===== src/rtl/garage_pkg.sv =====
// garage_pkg: shared types and constants for the garage lane sensor and the
// occupancy counter that sits downstream of it.
//   lane_state_t : passage-tracking FSM states
//   MAX_CARS     : garage capacity (the counter owns full/empty)
//   CNT_W        : occupancy counter width
package garage_pkg;

  localparam int MAX_CARS = 50;
  localparam int CNT_W    = 6;

  typedef enum logic [3:0] {
    IDLE       = 4'd0,
    ENTER_A    = 4'd1,
    ENTER_AB   = 4'd2,
    ENTER_B    = 4'd3,
    EXIT_B     = 4'd4,
    EXIT_AB    = 4'd5,
    EXIT_A     = 4'd6,
    DENIED     = 4'd7,
    WAIT_CLEAR = 4'd8
  } lane_state_t;

  // True in the states where a car is actively moving through the lane;
  // these states raise the barrier and are subject to the timeout.
  function automatic logic is_passage(input lane_state_t s);
    return (s == ENTER_A) || (s == ENTER_AB) || (s == ENTER_B) ||
           (s == EXIT_B)  || (s == EXIT_AB)  || (s == EXIT_A);
  endfunction

endpackage


===== src/rtl/garage_lane_sensor_if.sv =====
// garage_lane_sensor_if: bundles the lane-sensor signals.
//   sensor_a/sensor_b : raw beams (1 = broken), asynchronous
//   full/empty        : occupancy status from the counter
//   increment/decrement : one-cycle pulses to the counter
//   gate_open/denied  : barrier command and entry-refused indicator
//   state             : current FSM state, exposed for debug/checkers
// Modport master is the environment side, slave is the sensor block.
interface garage_lane_sensor_if;
  import garage_pkg::*;

  logic        sensor_a;
  logic        sensor_b;
  logic        full;
  logic        empty;
  logic        increment;
  logic        decrement;
  logic        gate_open;
  logic        denied;
  lane_state_t state;

  modport master (
    output sensor_a, sensor_b, full, empty,
    input  increment, decrement, gate_open, denied, state
  );

  modport slave (
    input  sensor_a, sensor_b, full, empty,
    output increment, decrement, gate_open, denied, state
  );

endinterface


===== src/rtl/beam_debounce.sv =====
// beam_debounce: 2-flop synchroniser followed by a debouncer for one beam.
//   clk      : clock
//   reset    : synchronous active-low reset
//   raw_i    : asynchronous raw beam (1 = broken)
//   beam_o   : debounced beam
// The debounced value follows the synchronised value only after DEBOUNCE
// consecutive samples that differ from it, so the raw-to-debounced latency
// is 2 + DEBOUNCE cycles and shorter glitches are ignored.
module beam_debounce #(
  parameter int DEBOUNCE = 4
) (
  input  logic clk,
  input  logic reset,
  input  logic raw_i,
  output logic beam_o
);

  localparam int CW = (DEBOUNCE < 2) ? 1 : $clog2(DEBOUNCE + 1);

  logic          sync1_q;
  logic          sync2_q;
  logic          beam_q;
  logic          beam_d;
  logic [CW-1:0] cnt_q;
  logic [CW-1:0] cnt_d;

  // cnt_q counts how many samples in a row have disagreed with beam_q; any
  // agreeing sample restarts the count.
  always_comb begin
    beam_d = beam_q;
    cnt_d  = '0;
    if (sync2_q != beam_q) begin
      if (cnt_q == CW'(DEBOUNCE - 1)) begin
        beam_d = sync2_q;
      end else begin
        cnt_d = cnt_q + CW'(1);
      end
    end
  end

  always_ff @(posedge clk) begin
    if (!reset) begin
      sync1_q <= 1'b0;
      sync2_q <= 1'b0;
      beam_q  <= 1'b0;
      cnt_q   <= '0;
    end else begin
      sync1_q <= raw_i;
      sync2_q <= sync1_q;
      beam_q  <= beam_d;
      cnt_q   <= cnt_d;
    end
  end

  assign beam_o = beam_q;

endmodule


===== src/rtl/garage_lane_sensor.sv =====
// garage_lane_sensor: classifies vehicle passages through one bidirectional
// lane from two beams, A (street side) and B (garage side).
//   clk   : clock, rising edge
//   reset : synchronous active-low reset
//   lane  : garage_lane_sensor_if.slave (beams, full/empty in; pulses,
//           gate_open, denied and debug state out)
// An entry is A, AB, B, clear; an exit is B, AB, A, clear. Each completed
// passage produces one registered single-cycle increment or decrement.
// full/empty only matter at the moment a passage starts from IDLE.
module garage_lane_sensor
  import garage_pkg::*;
#(
  parameter int DEBOUNCE = 4,
  parameter int TIMEOUT  = 1000
) (
  input  logic                  clk,
  input  logic                  reset,
  garage_lane_sensor_if.slave   lane
);

  localparam int TW = (TIMEOUT < 2) ? 1 : $clog2(TIMEOUT + 1);

  logic          a;
  logic          b;
  logic [1:0]    ab;
  lane_state_t   state_q;
  lane_state_t   state_d;
  lane_state_t   beam_next;
  logic [TW-1:0] tmo_q;
  logic [TW-1:0] tmo_d;
  logic          inc_q;
  logic          inc_d;
  logic          dec_q;
  logic          dec_d;
  logic          gate_q;
  logic          gate_d;
  logic          denied_q;
  logic          denied_d;

  beam_debounce #(.DEBOUNCE(DEBOUNCE)) u_deb_a (
    .clk    (clk),
    .reset  (reset),
    .raw_i  (lane.sensor_a),
    .beam_o (a)
  );

  beam_debounce #(.DEBOUNCE(DEBOUNCE)) u_deb_b (
    .clk    (clk),
    .reset  (reset),
    .raw_i  (lane.sensor_b),
    .beam_o (b)
  );

  assign ab = {a, b};

  // Beam-driven transitions. Patterns not listed keep the current state.
  always_comb begin
    beam_next = state_q;
    case (state_q)
      IDLE: begin
        case (ab)
          2'b10:   beam_next = lane.full  ? DENIED     : ENTER_A;
          2'b01:   beam_next = lane.empty ? WAIT_CLEAR : EXIT_B;
          2'b11:   beam_next = WAIT_CLEAR;
          default: beam_next = IDLE;
        endcase
      end
      ENTER_A: begin
        if (ab == 2'b11)      beam_next = ENTER_AB;
        else if (ab == 2'b00) beam_next = IDLE;
        else if (ab == 2'b01) beam_next = WAIT_CLEAR;
      end
      ENTER_AB: begin
        if (ab == 2'b01)      beam_next = ENTER_B;
        else if (ab == 2'b10) beam_next = ENTER_A;
        else if (ab == 2'b00) beam_next = IDLE;
      end
      ENTER_B: begin
        if (ab == 2'b00)      beam_next = IDLE;
        else if (ab == 2'b11) beam_next = ENTER_AB;
        else if (ab == 2'b10) beam_next = WAIT_CLEAR;
      end
      EXIT_B: begin
        if (ab == 2'b11)      beam_next = EXIT_AB;
        else if (ab == 2'b00) beam_next = IDLE;
        else if (ab == 2'b10) beam_next = WAIT_CLEAR;
      end
      EXIT_AB: begin
        if (ab == 2'b10)      beam_next = EXIT_A;
        else if (ab == 2'b01) beam_next = EXIT_B;
        else if (ab == 2'b00) beam_next = IDLE;
      end
      EXIT_A: begin
        if (ab == 2'b00)      beam_next = IDLE;
        else if (ab == 2'b11) beam_next = EXIT_AB;
        else if (ab == 2'b01) beam_next = WAIT_CLEAR;
      end
      DENIED, WAIT_CLEAR: begin
        if (ab == 2'b00)      beam_next = IDLE;
      end
      default: beam_next = IDLE;
    endcase
  end

  // Timeout: tmo_q counts cycles spent in the current passage state. The
  // abort fires on the edge where the count would reach TIMEOUT, so a stuck
  // passage state lasts exactly TIMEOUT cycles.
  always_comb begin
    state_d = beam_next;
    tmo_d   = '0;
    if (is_passage(state_q) && (beam_next == state_q)) begin
      if (tmo_q == TW'(TIMEOUT - 1)) begin
        state_d = WAIT_CLEAR;
      end else begin
        tmo_d = tmo_q + TW'(1);
      end
    end
  end

  // Outputs are decoded from the next state so they change on the same
  // edge as the state register.
  always_comb begin
    inc_d    = (state_q == ENTER_B) && (state_d == IDLE);
    dec_d    = (state_q == EXIT_A)  && (state_d == IDLE);
    gate_d   = is_passage(state_d);
    denied_d = (state_d == DENIED);
  end

  always_ff @(posedge clk) begin
    if (!reset) begin
      state_q  <= IDLE;
      tmo_q    <= '0;
      inc_q    <= 1'b0;
      dec_q    <= 1'b0;
      gate_q   <= 1'b0;
      denied_q <= 1'b0;
    end else begin
      state_q  <= state_d;
      tmo_q    <= tmo_d;
      inc_q    <= inc_d;
      dec_q    <= dec_d;
      gate_q   <= gate_d;
      denied_q <= denied_d;
    end
  end

  assign lane.increment = inc_q;
  assign lane.decrement = dec_q;
  assign lane.gate_open = gate_q;
  assign lane.denied    = denied_q;
  assign lane.state     = state_q;

endmodule

===== src/flat_wrapper.sv =====
// flat-port wrapper written by rule: the top's interface ports become plain ports
module garage_lane_sensor_flat import garage_pkg::*;
#(
  parameter int DEBOUNCE = 4,
  parameter int TIMEOUT  = 1000
)
  (clk, reset, lane_sensor_a, lane_sensor_b, lane_full, lane_empty, lane_increment, lane_decrement, lane_gate_open, lane_denied, lane_state);
  garage_lane_sensor_if lane_i ();
  input  logic clk;
  input  logic reset;
  input wire logic [$bits(lane_i.sensor_a)-1:0] lane_sensor_a;
  input wire logic [$bits(lane_i.sensor_b)-1:0] lane_sensor_b;
  input wire logic [$bits(lane_i.full)-1:0] lane_full;
  input wire logic [$bits(lane_i.empty)-1:0] lane_empty;
  output wire logic [$bits(lane_i.increment)-1:0] lane_increment;
  output wire logic [$bits(lane_i.decrement)-1:0] lane_decrement;
  output wire logic [$bits(lane_i.gate_open)-1:0] lane_gate_open;
  output wire logic [$bits(lane_i.denied)-1:0] lane_denied;
  output wire logic [$bits(lane_i.state)-1:0] lane_state;
  assign lane_i.sensor_a = lane_sensor_a;
  assign lane_i.sensor_b = lane_sensor_b;
  assign lane_i.full = lane_full;
  assign lane_i.empty = lane_empty;
  assign lane_increment = lane_i.increment;
  assign lane_decrement = lane_i.decrement;
  assign lane_gate_open = lane_i.gate_open;
  assign lane_denied = lane_i.denied;
  assign lane_state = lane_i.state;
  garage_lane_sensor #(.DEBOUNCE(DEBOUNCE), .TIMEOUT(TIMEOUT)) u_core (.clk(clk), .reset(reset), .lane(lane_i));
endmodule

===== config.mk =====
export PLATFORM = sky130hd
export DESIGN_NAME = garage_lane_sensor_flat
export DESIGN_NICKNAME = d
export VERILOG_FILES = /design/src/rtl/garage_pkg.sv /design/src/rtl/garage_lane_sensor_if.sv /design/src/rtl/beam_debounce.sv /design/src/rtl/garage_lane_sensor.sv /design/src/flat_wrapper.sv
export SDC_FILE = /design/constraint.sdc
export NUM_CORES = 1
export LEC_CHECK = 0
export BUFFER_PORTS_ARGS = -buffer_cell sky130_fd_sc_hd__buf_2
export CELL_PAD_IN_SITES_DETAIL_PLACEMENT = 0
export CELL_PAD_IN_SITES_GLOBAL_PLACEMENT = 1
export CORE_MARGIN = 5
export CORE_UTILIZATION = 50
export CTS_BUF_LIST = sky130_fd_sc_hd__clkbuf_4
export DETAILED_ROUTE_END_ITERATION = 16
export HOLD_SLACK_MARGIN = 0.06
export PLACE_DENSITY_LB_ADDON = 0.1
export RECOVER_POWER = 50
export SLEW_MARGIN = 20
export SYNTH_ARGS = -nofsm -noshare
export SYNTH_HDL_FRONTEND = slang
export SYNTH_SLANG_ARGS = --single-unit

===== constraint.sdc =====
create_clock -name clk -period 3.3 [get_ports clk]
set_input_delay 0.33 -clock clk [delete_from_list [all_inputs] [get_ports clk]]
set_output_delay 0.33 -clock clk [all_outputs]
set_load 0.05 [all_outputs]

Yosys cells after proc, flatten, opt, wreduce, memory -nomap -nowiden
Index checks and enable logic that the tools add are counted.
W data, S select, Z words.

storage, ports and cells
  flip-flop bits (word level) = 30
  output and inout port bits = 8
  word-level logic and storage cells = 88

cells by class
  add/subtract/negate cells = 3
  equal/unequal tests = 24
  multiplexer cells = 21
  bitwise operators = 4
  reduce and logical (&&, ||, !) cells = 22

operator list
  operator                 number
  $mux W4                  18
  $eq A4 B3 Y1 const B     8
  $pmux W4 S8              1
  $eq A4 B2 Y1 const B     4
  $pmux W4 S3              1
  $add A10 B1 Y10 const B  1
  $eq A10 B10 Y1 const B   1
  $logic_or A1 B1 Y1       10
  $reduce_or A3 Y1         3
  $eq A4 B1 Y1 const B     2
  $logic_not A4 Y1         2
  $add A3 B1 Y3 const B    2
  $eq A3 B2 Y1 const B     2
  $eq A2 B2 Y1 const B     2
  $eq A4 B4 Y1             1
  $eq A4 B4 Y1 const B     1
  $not A1 Y1               4
  $reduce_and A2 Y1        2
  $logic_and A1 B1 Y1      3
  $mux W3                  1
  $eq A2 B1 Y1 const B     1
  $logic_not A2 Y1         1
  $ne A1 B1 Y1             2
  $reduce_or A2 Y1         1

Longest topological paths before layout
Gate-level depths: netlist (run 1).

  depth after elaboration = 14
  depth in mapped cells = 8

Cells and area by module
Synthesis (run 1) repeated with hierarchy kept, for this count alone.

unflattened totals
  cell total of the unflattened synthesis = 169
  area total of the unflattened synthesis = 1547.7 sq um

modules (own cells, without submodules)
  module              times used  cells each  area an instance (sq um)  sequential area each (sq um)
  garage_lane_sensor  1           135         1114.8                    360.3
  beam_debounce       2           17          216.5                     120.1

Least setup slack after synthesis (run 1)
No wires, ideal clock.

  path type = flip-flop to flip-flop
  start point = reg u_core.state_q[0], in the netlist u_core.lane.state[0]
  end point = reg u_core.gate_q, in the netlist u_core.lane.gate_open
  setup time = 0.116 ns
  arrival = 1.957 ns
  required time = 3.184 ns
  path slack = 1.227 ns
  stages on the path, launching flop included = 7
  path buffers = 1
  period minus slack after synthesis = 2.073 ns
  cells stage by stage = dfxtp_1 -> buf_4 -> nor3b_1 -> o21ai_0 -> a211oi_2 -> o2111ai_2 -> and4_1

between the ends
  word-level cells in the longest chain between the ends = 14
  elaborated cells on any way between the ends = 46
  those cells by class = eq/ne (15); mux (18); reduce/logical (13)

ends and longest elaborated chain
  what                                                 line                       source
  start, declared                                      garage_lane_sensor.sv:26   lane_state_t state_q;
  start signal, assigned                               garage_lane_sensor.sv:138  state_q <= state_d;
  branches (longest 7 deep; another with $pmux W4 S8)  --
  $mux W4 (*)                                          garage_lane_sensor.sv:111  if (is_passage(state_q) && (beam_next == state_q)) begin
  $eq A4 B1 Y1 or $eq A4 B2 Y1 (tied branches)         garage_pkg.sv:26           return (s == ENTER_A) || (s == ENTER_AB) || (s == ENTER_B) ||
  $logic_or A1 B1 Y1 (3 in series)                     garage_pkg.sv:26
  $logic_or A1 B1 Y1                                   garage_pkg.sv:27           (s == EXIT_B) || (s == EXIT_AB) || (s == EXIT_A);
  $logic_or A1 B1 Y1 (*)                               garage_pkg.sv:27
  end signal, assigned                                 garage_lane_sensor.sv:142  gate_q <= gate_d;
  end, declared                                        garage_lane_sensor.sv:35   logic gate_q;

Every way passes the cells marked *.
A chain may end at the register's enable or synchronous reset.

Worst setup path after layout (run 1)
  start point = reg u_core.state_q[2], in the netlist u_core.lane.state[2]
  end point = reg u_core.gate_q, in the netlist u_core.lane.gate_open

Same word-level chain as after synthesis.

==> results.yml, run 1 <==
outcome:
  status: "complete, no violations"
detailed_routing:
  detail_route.drc_violations: 0
  detailroute.via_count: 1184
  drt-initial-drc-count: 124
  drt-pass1-iter-count: 4
  routedWlPerCell_microns: 13.7
  route.detailed.vias_per_inst: 5.75
  detail-route-antenna-nets: 0
  detail_route.wirelength_microns: 2820
yosys:
  synth_flop_cell: "dfxtp_1"
  post_synth_fa_ha_maj_area_fraction_pct: 4.12
  synth.area.mux_share_pct: 1.32
  mappedNetlistNets: 173
  syn_area_sq_mm: 0.00152
  post_synthesis_compound_gate_area_fraction_pct: 13.9
  synth_cells: 162
  synth_top_family_by_area: "simple AND/OR/NAND/NOR gates"
  synthesis.yosys.warnings: 0
  synth_top_cells_by_area: "dfxtp_1 40%, nor3_1 4.3%, ha_1 4.1%"
  synthesis.area_per_instance_sq_um: 9.38
  synth_xor_xnor_area_share_pct: 6.34
  sequential_area_share_after_synthesis_pct: 39.5
  yosysUniqueCellTypes: 50
  yosys.area_share.simple_pct: 28.3
  synth_edf_count: 0
  post-synth-top-area-cell: "dfxtp_1"
  ys_async_sr_fraction_pct: 0
  postSynthRegisterBits: 30
  yosys.area.top_type_share_pct: 39.5
placement:
  dpl_cell_area_sq_mm: 0.00156
  placed_cells: 198
  hpwlAfterDp_microns: 2020
  place_congestion: 0.881
  number_of_buffers_inserted_by_port_buffering: 13
floorplanning:
  die-height_microns: 65.1
  fp-row-count: 20
  die_w_microns: 65.1
  design.portCount: 14
  placeableCoreArea_sq_mm: 0.00298
  initial_utilization_pct: 51.1
  die-area_sq_mm: 0.00424
sta:
  final_min_period_over_clock_period_pct: 67.8
  finClkSkew_ns: 0.0149
  tns_ns: 0
  worstMarginPinSlew_ns: 0.596
  report.final.slew_viol_count: 0
  rsz0062_at_grt: "false"
  hold_viol_final: 0
  setup_viol_count_final: 0
  final_critical_path_time_including_i_o_delays_and_setup_ns: 2.24
  fmax_ghz: 0.447
  timing.slew.headroom_pct: 60.2
finish:
  final_layout_size_suffix_gt1_share_pct: 10.4
  layout.cells.non_filler: 206
  regArea_sq_um: 601
  diodes_inserted: 0
  finalInstanceArea_sq_mm: 0.00160
  number_of_fillers_in_the_final_layout: 289
  mostFrequentLayoutCell: "dfxtp_1"
  area_growth_syn_to_layout_pct: 5.10
  multi_input_area_sq_um: 816
  design.final.nets: 183
  final_standard_cell_utilization_of_the_core_pct: 53.7
  mostFrequentLayoutCells: "30 x dfxtp_1, 13 x nor3_1, 11 x nor2_1, 8 x inv_1, 7 x clkbuf_1"
global_route:
  largest_net_degree_at_the_start_of_global_routing: 21
  grt_pass1_wl_microns: 4940
  grt_overflow_total: 0
  vias_in_the_first_global_route: 1089
  number_of_antenna_violations_at_the_first_check_in_global_routing: 0
  grt_usage_pct: 15.3
clock_tree:
  path_clk_slew_ns: 0.10
  cts_made_buffers: 5
  postCtsSetupRepairBufs: 0
  cts_repair_resize_count: 0
  ctsHtreeMaxLevel: 2
  tritoncts: "yes"
  holdBufCountCts: 0
  clock_insertion_delay_worst_skew_ns: 0.33
  root_cell_of_the_clock_tree: "clkbuf_4"
  cts_buffer_depth: 2
  cts.sink_count: 30
worst_setup_path:
  critPathMaxFanout: 20
  crit_path_top_delay_cell: "dfxtp_1"
  critical_path.endpoint: "u_core.lane.gate_open"
  start_kind: "register"
  worst_path_dominant_cell_family: "simple AND/OR/NAND/NOR gates"
  r2r-start: "u_core.lane.state[2]"
  worst-r2r-cell-count: 5
  path_class: "reg -> reg"
  critPathLaunch: "u_core.lane.state[2]"
  worst_setup_path_end_kind: "register"
  worstPathRequired_ns: 3.53
  reg2reg_to: "u_core.lane.gate_open"
  cpPeakStageDelay_ns: 0.71
  crit_path_cell_trace: "nor3_1 > a22oi_1 > nand3_1 > or3_1 > and4_1"
  critical_path.n_buffers_inverters: 0
  crit_arrival_ns: 2.47
  worst-r2r-setup-slack_ns: 1.06
  critical_path_cell_count: 5
min_path:
  worstHoldPathType: "in -> reg"
  timing.hold.worst_path_depth: 2
  hold_path_startpoint: "lane_sensor_b"
pwr:
  p_leak_nw: 0.588
  power.density_cell_area_mw_per_mm2: 366
  max-vdd-ir-drop_v: 0.000210
  design_power_total_mw: 0.585
flow_run:
  timing.max_cap.violations: 0
==> kinds of logic (layout without fill, tap and decap cells) <==
logic type | Yosys count | in the layout
mux | 2 | 2
simple gates | 72 | 72
flops | 30 | 30
fa+ha+maj | 5 | 5
buf+inv | 18 | 29
xor+xnor | 11 | 11
compound gates | 24 | 24
==> report_power, final <==
group	total [mW]	internal, mW	switching, mW
clock network	0.207	0.0791	0.128
logic	0.0127	0.00515	0.00751
registers	0.366	0.365	0.00122
==> cell usage after synthesis, drive strengths merged (5+ instances only) <==
master / n
and2: 6
nor3: 13
dfxtp: 30
inv: 8
buf: 8
nor2: 11
xnor2: 6
xor2: 5
ha: 5
nor2b: 6
==> state kept, by name, summed over array words and instances, names as in the netlist <==
register                cells
u_core.tmo_q               10
u_core.lane.state           4
u_core.u_deb_a.cnt_q        3
u_core.lane.increment       1
u_core.u_deb_b.cnt_q        3
u_core.lane.gate_open       1
u_core.u_deb_a.sync2_q      1
u_core.u_deb_a.beam_o       1
u_core.u_deb_b.beam_o       1
u_core.u_deb_b.sync2_q      1
u_core.u_deb_a.sync1_q      1
u_core.u_deb_b.sync1_q      1
u_core.lane.denied          1
u_core.lane.decrement       1
==> layer usage <==
layer	up-vias	routed length (microns)	track usage, %	share of wire, %
met1	554	1260	18.2	45
met5	-	0	0	0
met4	0	91	8.55	3.2
li1	596	-	-	-
met2	24	1310	23.8	47
met3	10	158	5.64	5.6
==> metrics by stage <==
stage               setup WS (ns)  hold slack [ns]
finish                       1.06            0.214
global route                0.905            0.203
CTS                          1.18            0.202
detailed placement           1.21            0.412
global placement             1.21            0.407
floorplan                    1.23            0.399
==> worst min-delay path by stage <==
stage | end | slack (ns)
3_5_place_dp | u_core.u_deb_b.cnt_q[0] | 0.41
2_1_floorplan | u_core.u_deb_a.cnt_q[0] | 0.40
3_3_place_gp | u_core.u_deb_a.cnt_q[0] | 0.41
6_report | u_core.u_deb_b.sync1_q | 0.21
5_1_grt | u_core.u_deb_b.sync1_q | 0.20
4_1_cts | u_core.u_deb_b.sync1_q | 0.20
==> final cells by class <==
class / instances / area share, %
Clock buffer: 5 / 2.35
Tap cell: 33 / 2.58
Sequential cell: 30 / 37.6
Multi-Input combinational cell: 114 / 51.1
Clock inverter: 3 / 1.02
Inverter: 8 / 1.88
Timing Repair Buffer: 13 / 3.52
Power figures use the tool's default switching activity.
==> run 2: changes to the inputs <==
--- a/config.mk
+++ b/config.mk
@@ -9,7 +9,7 @@
 export CELL_PAD_IN_SITES_DETAIL_PLACEMENT = 0
 export CELL_PAD_IN_SITES_GLOBAL_PLACEMENT = 1
 export CORE_MARGIN = 5
-export CORE_UTILIZATION = 50
+export CORE_UTILIZATION = 42
 export CTS_BUF_LIST = sky130_fd_sc_hd__clkbuf_4
 export DETAILED_ROUTE_END_ITERATION = 16
 export HOLD_SLACK_MARGIN = 0.06
==> constraint.sdc (replaced) <==
create_clock -name clk -period 1.9 [get_ports clk]
set_input_delay 0.19 -clock clk [delete_from_list [all_inputs] [get_ports clk]]
set_output_delay 0.19 -clock clk [all_outputs]
set_load 0.05 [all_outputs]
==> results.yml, run 2 (synthesis results as in run 1) <==
placement:
  hpwlAfterDp_microns: 2120
  number_of_buffers_inserted_by_port_buffering: 13
  place_congestion: 0.802
pwr:
  design_power_total_mw: 1.01
  combinationalPowerShare_pct: 3.0
  clock_share_of_power_pct: 34.2
  max-vdd-ir-drop_v: 0.000325
  switching_share_pct: 22.6
  power.share.sequential_pct: 62.8
  power_report.internal_total_mw: 0.780
  p_leak_nw: 0.658
  p_sw_mw: 0.227
  power.density_cell_area_mw_per_mm2: 574
floorplanning:
  fp-row-count: 21
  die-height_microns: 70.2
  die-area_sq_mm: 0.00492
  initial_utilization_pct: 44.5
  die_w_microns: 70.2
  design.portCount: 14
  placeableCoreArea_sq_mm: 0.00342
sta:
  setup_viol_count_final: 0
  finClkSkew_ns: 0.0100
  tns_ns: 0
  final_min_period_over_clock_period_pct: 96.0
  report.final.slew_viol_count: 0
  hold_viol_final: 0
  final_critical_path_time_including_i_o_delays_and_setup_ns: 1.82
  rsz0062_at_grt: "false"
  fmax_ghz: 0.549
  timing.slew.headroom_pct: 60.0
  worstMarginPinSlew_ns: 0.602
min_path:
  worstHoldPathType: "in -> reg"
  holdPathEnd: "u_core.u_deb_b.beam_o"
  hold_path_startpoint: "reset"
  timing.hold.worst_path_depth: 2
worst_setup_path:
  cpPeakStageDelay_ns: 0.52
  worst-r2r-cell-count: 5
  worst-r2r-setup-slack_ns: 0.08
  worst_setup_path_end_kind: "register"
  path_class: "reg -> reg"
  worstPathRequired_ns: 2.18
  crit_arrival_ns: 2.10
  crit_path_cell_trace: "nand2b_1 > or4b_4 > and2_4 > o2111ai_4 > and4_1"
  critPathMaxFanout: 10
  reg2reg_to: "u_core.lane.gate_open"
  r2r-start: "u_core.lane.state[3]"
  crit_path_top_delay_cell: "or4b_4"
  start_kind: "register"
finish:
  mostFrequentLayoutCells: "24 x dfxtp_1, 12 x nor3_1, 11 x nor2_1, 8 x inv_1, 8 x buf_2"
  design.final.nets: 193
  largest_reg_flops: 10
  final_layout_size_suffix_gt1_share_pct: 20.9
  area_growth_syn_to_layout_pct: 15.5
  diodes_inserted: 0
  mostFrequentLayoutCell: "dfxtp_1"
  max_flop_register: "u_core.tmo_q"
  final_standard_cell_utilization_of_the_core_pct: 51.4
clock_tree:
  ctsHtreeMaxLevel: 2
  cts.sink_count: 30
  clock_insertion_delay_worst_skew_ns: 0.33
  root_cell_of_the_clock_tree: "clkbuf_4"
  tritoncts: "yes"
  path_clk_slew_ns: 0.10
  cts_made_buffers: 5
  cts_buffer_depth: 2
global_route:
  grt_pass1_wl_microns: 4950
  largest_net_degree_at_the_start_of_global_routing: 21
  vias_in_the_first_global_route: 1105
  grt_usage_pct: 12.9
  grt_overflow_total: 0
  number_of_antenna_violations_at_the_first_check_in_global_routing: 0
detailed_routing:
  detail_route.wirelength_microns: 3090
  detail-route-antenna-nets: 0
  detail_route.drc_violations: 0
  detailroute.via_count: 1228
  drt-initial-drc-count: 79
  routedWlPerCell_microns: 13.6
  route.detailed.vias_per_inst: 5.39
  drt-pass1-iter-count: 4
outcome:
  status: "complete, no violations"
flow_run:
  timing.max_cap.violations: 0
-- run 2: critical path: cells and delay by family (launching register included) --
family           cells  cell delay [ns]
AND/OR/NAND/NOR      4             1.13
flip-flops           1             0.39
AO/OA/AOI/OAI        1             0.24
-- run 2: power by group through the flow --
stage               Sequential, mW  Combinational, mW  Clock, mW
CTS                          0.636             0.0291      0.361
global placement             0.650             0.0263          0
floorplan                    0.650             0.0135          0
global route                 0.634             0.0338      0.389
detailed placement           0.650             0.0274          0
finish                       0.633             0.0303      0.344
-- run 2: stage by stage --
step,worst slack [ns],area [sq um],hold WS [ns],instances
2_1_floorplan,0.0100,1530,0.317,162
3_3_place_gp,0.0717,1640,0.395,218
3_5_place_dp,0.0245,1640,0.399,218
4_1_cts,0.00482,1700,0.0624,226
5_1_grt,0.0139,1760,0.203,228
6_report,0.0769,1760,0.215,228
-- run 2: worst max-delay path by stage --
stage / startpoint / to / slack (ns) / cells past startpoint
final: u_core.lane.state[3] / u_core.lane.gate_open / 0.08 / 5
after global routing: u_core.lane.state[0] / u_core.tmo_q[7] / 0.01 / 6
after CTS: u_core.u_deb_b.beam_o / u_core.lane.gate_open / 0.005 / 5
after detailed placement: u_core.u_deb_b.beam_o / u_core.lane.gate_open / 0.02 / 5
after global placement: u_core.lane.state[2] / u_core.tmo_q[7] / 0.07 / 5
after floorplan: u_core.lane.state[3] / u_core.tmo_q[2] / 0.01 / 6
-- run 2: cell type report --
class | instances | area (sq um)
Tap cell | 46 | 57.6
Timing Repair Buffer | 22 | 144
Fill cell | 328 | 1660
Multi-Input combinational cell | 115 | 863
Clock inverter | 2 | 10.0
Inverter | 8 | 30.0
Clock buffer | 5 | 37.5
Sequential cell | 30 | 613
-- run 2: routing by layer --
| metal | share of wire (%) | GRT usage, % | routed length, microns |
|---|---|---|---|
| met1 | 47 | 15.5 | 1460 |
| met2 | 47 | 19.5 | 1440 |
| met3 | 5.2 | 6.60 | 161 |
| met4 | 0.94 | 4.68 | 29 |
| met5 | 0 | 0 | 0 |
-- run 2: repair_timing --
action                                 CTS  global route
setup buffers                            0             0
hold buffers                             1             1
setup endpoints to repair                0            15
endpoints found under the hold margin    1             1
gates resized for setup                  0             8
==> run 3: changes to the inputs <==
--- a/config.mk
+++ b/config.mk
@@ -6,6 +6,7 @@
 export NUM_CORES = 1
 export LEC_CHECK = 0
 export BUFFER_PORTS_ARGS = -buffer_cell sky130_fd_sc_hd__buf_2
+export CAP_MARGIN = 20
 export CELL_PAD_IN_SITES_DETAIL_PLACEMENT = 0
 export CELL_PAD_IN_SITES_GLOBAL_PLACEMENT = 1
 export CORE_MARGIN = 5
@@ -13,7 +14,7 @@
 export CTS_BUF_LIST = sky130_fd_sc_hd__clkbuf_4
 export DETAILED_ROUTE_END_ITERATION = 16
 export HOLD_SLACK_MARGIN = 0.06
-export PLACE_DENSITY_LB_ADDON = 0.1
+export PLACE_DENSITY = 0.79
 export RECOVER_POWER = 50
 export SLEW_MARGIN = 20
 export SYNTH_ARGS = -nofsm -noshare
==> results.yml, run 3 (synthesis results as in run 1) <==
worst_setup_path:
  path_class: "reg -> reg"
  worst_setup_path_end_kind: "register"
  worst-r2r-setup-slack_ns: 0.06
  worstPathRequired_ns: 2.17
  start_kind: "register"
  critPathMaxFanout: 13
  crit_arrival_ns: 2.11
outcome:
  status: "complete, no violations"
clock_tree:
  root_cell_of_the_clock_tree: "clkbuf_4"
  tritoncts: "yes"
  ctsHtreeMaxLevel: 2
  cts_made_buffers: 5
  cts.sink_count: 30
  clock_insertion_delay_worst_skew_ns: 0.33
  path_clk_slew_ns: 0.10
  cts_buffer_depth: 2
sta:
  final_min_period_over_clock_period_pct: 97.0
  finClkSkew_ns: 0.00678
  report.final.slew_viol_count: 0
  hold_viol_final: 0
  tns_ns: 0
  worstMarginPinSlew_ns: 0.600
  fmax_ghz: 0.543
  setup_viol_count_final: 0
  final_critical_path_setup_slack_ns: 0.0570
  final_critical_path_time_including_i_o_delays_and_setup_ns: 1.84
  timing.slew.headroom_pct: 60.2
detailed_routing:
  route.detailed.vias_per_inst: 5.43
  detail_route.wirelength_microns: 3220
  routedWlPerCell_microns: 14.0
  detailroute.via_count: 1249
  detail_route.drc_violations: 0
  drt-pass1-iter-count: 4
  detail-route-antenna-nets: 0
  drt-initial-drc-count: 32
global_route:
  grt_pass1_wl_microns: 5500
  largest_net_degree_at_the_start_of_global_routing: 21
  number_of_antenna_violations_at_the_first_check_in_global_routing: 0
  vias_in_the_first_global_route: 1212
  grt_usage_pct: 13.9
  grt_overflow_total: 0
finish:
  final_layout_size_suffix_gt1_share_pct: 22.3
  diodes_inserted: 0
  number_of_fillers_in_the_final_layout: 331
  area_growth_syn_to_layout_pct: 18.3
  final_standard_cell_utilization_of_the_core_pct: 52.6
  finalInstanceArea_sq_mm: 0.00180
  max_flop_register: "u_core.tmo_q"
  mostFrequentLayoutCell: "dfxtp_1"
  design.final.nets: 194
  mostFrequentLayoutCells: "24 x dfxtp_1, 12 x nor3_1, 11 x nor2_1, 8 x inv_1, 8 x buf_2"
  largest_reg_flops: 10
pwr:
  power.density_cell_area_mw_per_mm2: 567
  max-vdd-ir-drop_v: 0.000427
  p_leak_nw: 0.668
placement:
  preCtsSetupSlack_ns: 0.00832
  dpl_cell_area_sq_mm: 0.00164
  number_of_buffers_inserted_by_port_buffering: 13
  hpwlAfterDp_microns: 2200
  place_congestion: 0.795
floorplanning:
  initial_utilization_pct: 44.5
  fp-row-count: 21
  design.portCount: 14
  die_w_microns: 70.2
  die-area_sq_mm: 0.00492
  die-height_microns: 70.2
  placeableCoreArea_sq_mm: 0.00342
min_path:
  worstHoldPathType: "in -> reg"
flow_run:
  timing.max_cap.violations: 0
## run 3: layout make-up
type | count | area [sq um] | area share [%]
clock inverter | 3 | 16.3 | 0.905
multi-input combinational | 115 | 890 | 49.5
timing repair buffer | 23 | 151 | 8.42
clock buffer | 5 | 37.5 | 2.09
tap | 46 | 57.6 | 3.20
inverter | 8 | 30.0 | 1.67
sequential | 30 | 616 | 34.2
## run 3: where the power goes
group | switching (mW) | total [mW] | leakage, nW | internal (mW)
sequential | 0.00235 | 0.632 | 0.247 | 0.629
clock | 0.220 | 0.357 | 0.0286 | 0.137
combinational | 0.0140 | 0.0302 | 0.392 | 0.0162
## run 3: critical path, stage by stage (launching register included)
cell       delay, ns
dfxtp_4         0.41
buf_4           0.19
or4b_4          0.54
and2_4          0.21
o2111ai_4       0.21
and4_1          0.23
## run 3: path summary, 6_finish.rpt
| kind | startpoint | endpoint | cells past startpoint |
|---|---|---|---|
| hold reg to reg | u_core.u_deb_a.sync1_q | u_core.u_deb_a.sync2_q | 1 |
| setup / recovery | u_core.lane.state[1] | u_core.lane.gate_open | 5 |
| setup reg to reg | u_core.lane.state[1] | u_core.lane.gate_open | 5 |
| hold / removal | reset | u_core.u_deb_b.beam_o | 2 |
## run 3: layer usage
metal / share of wire, % / up-vias / GRT usage, %
met5: 0 / - / 0
met4: 1.6 / 0 / 5.74
met3: 3.5 / 5 / 4.73
met2: 48 / 22 / 22.5
met1: 47 / 595 / 16.9
li1: - / 627 / -
## run 3: stage by stage
stage	std cells	total power, mW	hold slack [ns]
floorplan	162	0.663	0.317
global route	230	1.08	0.199
detailed placement	217	0.678	0.402
global placement	217	0.677	0.396
CTS	227	1.04	0.206
finish	230	1.02	0.218
## run 3: repair_timing
| item | 4_1_cts | 5_1_grt |
|---|---|---|
| pin swaps | 0 | 2 |
| resized for setup | 1 | 12 |
| endpoints found under the hold margin | 2 | 0 |
| setup endpoints to repair | 8 | 17 |
| hold buffers | 2 | 0 |
| buffers inserted | 0 | 2 |
| gates cloned | 0 | 1 |
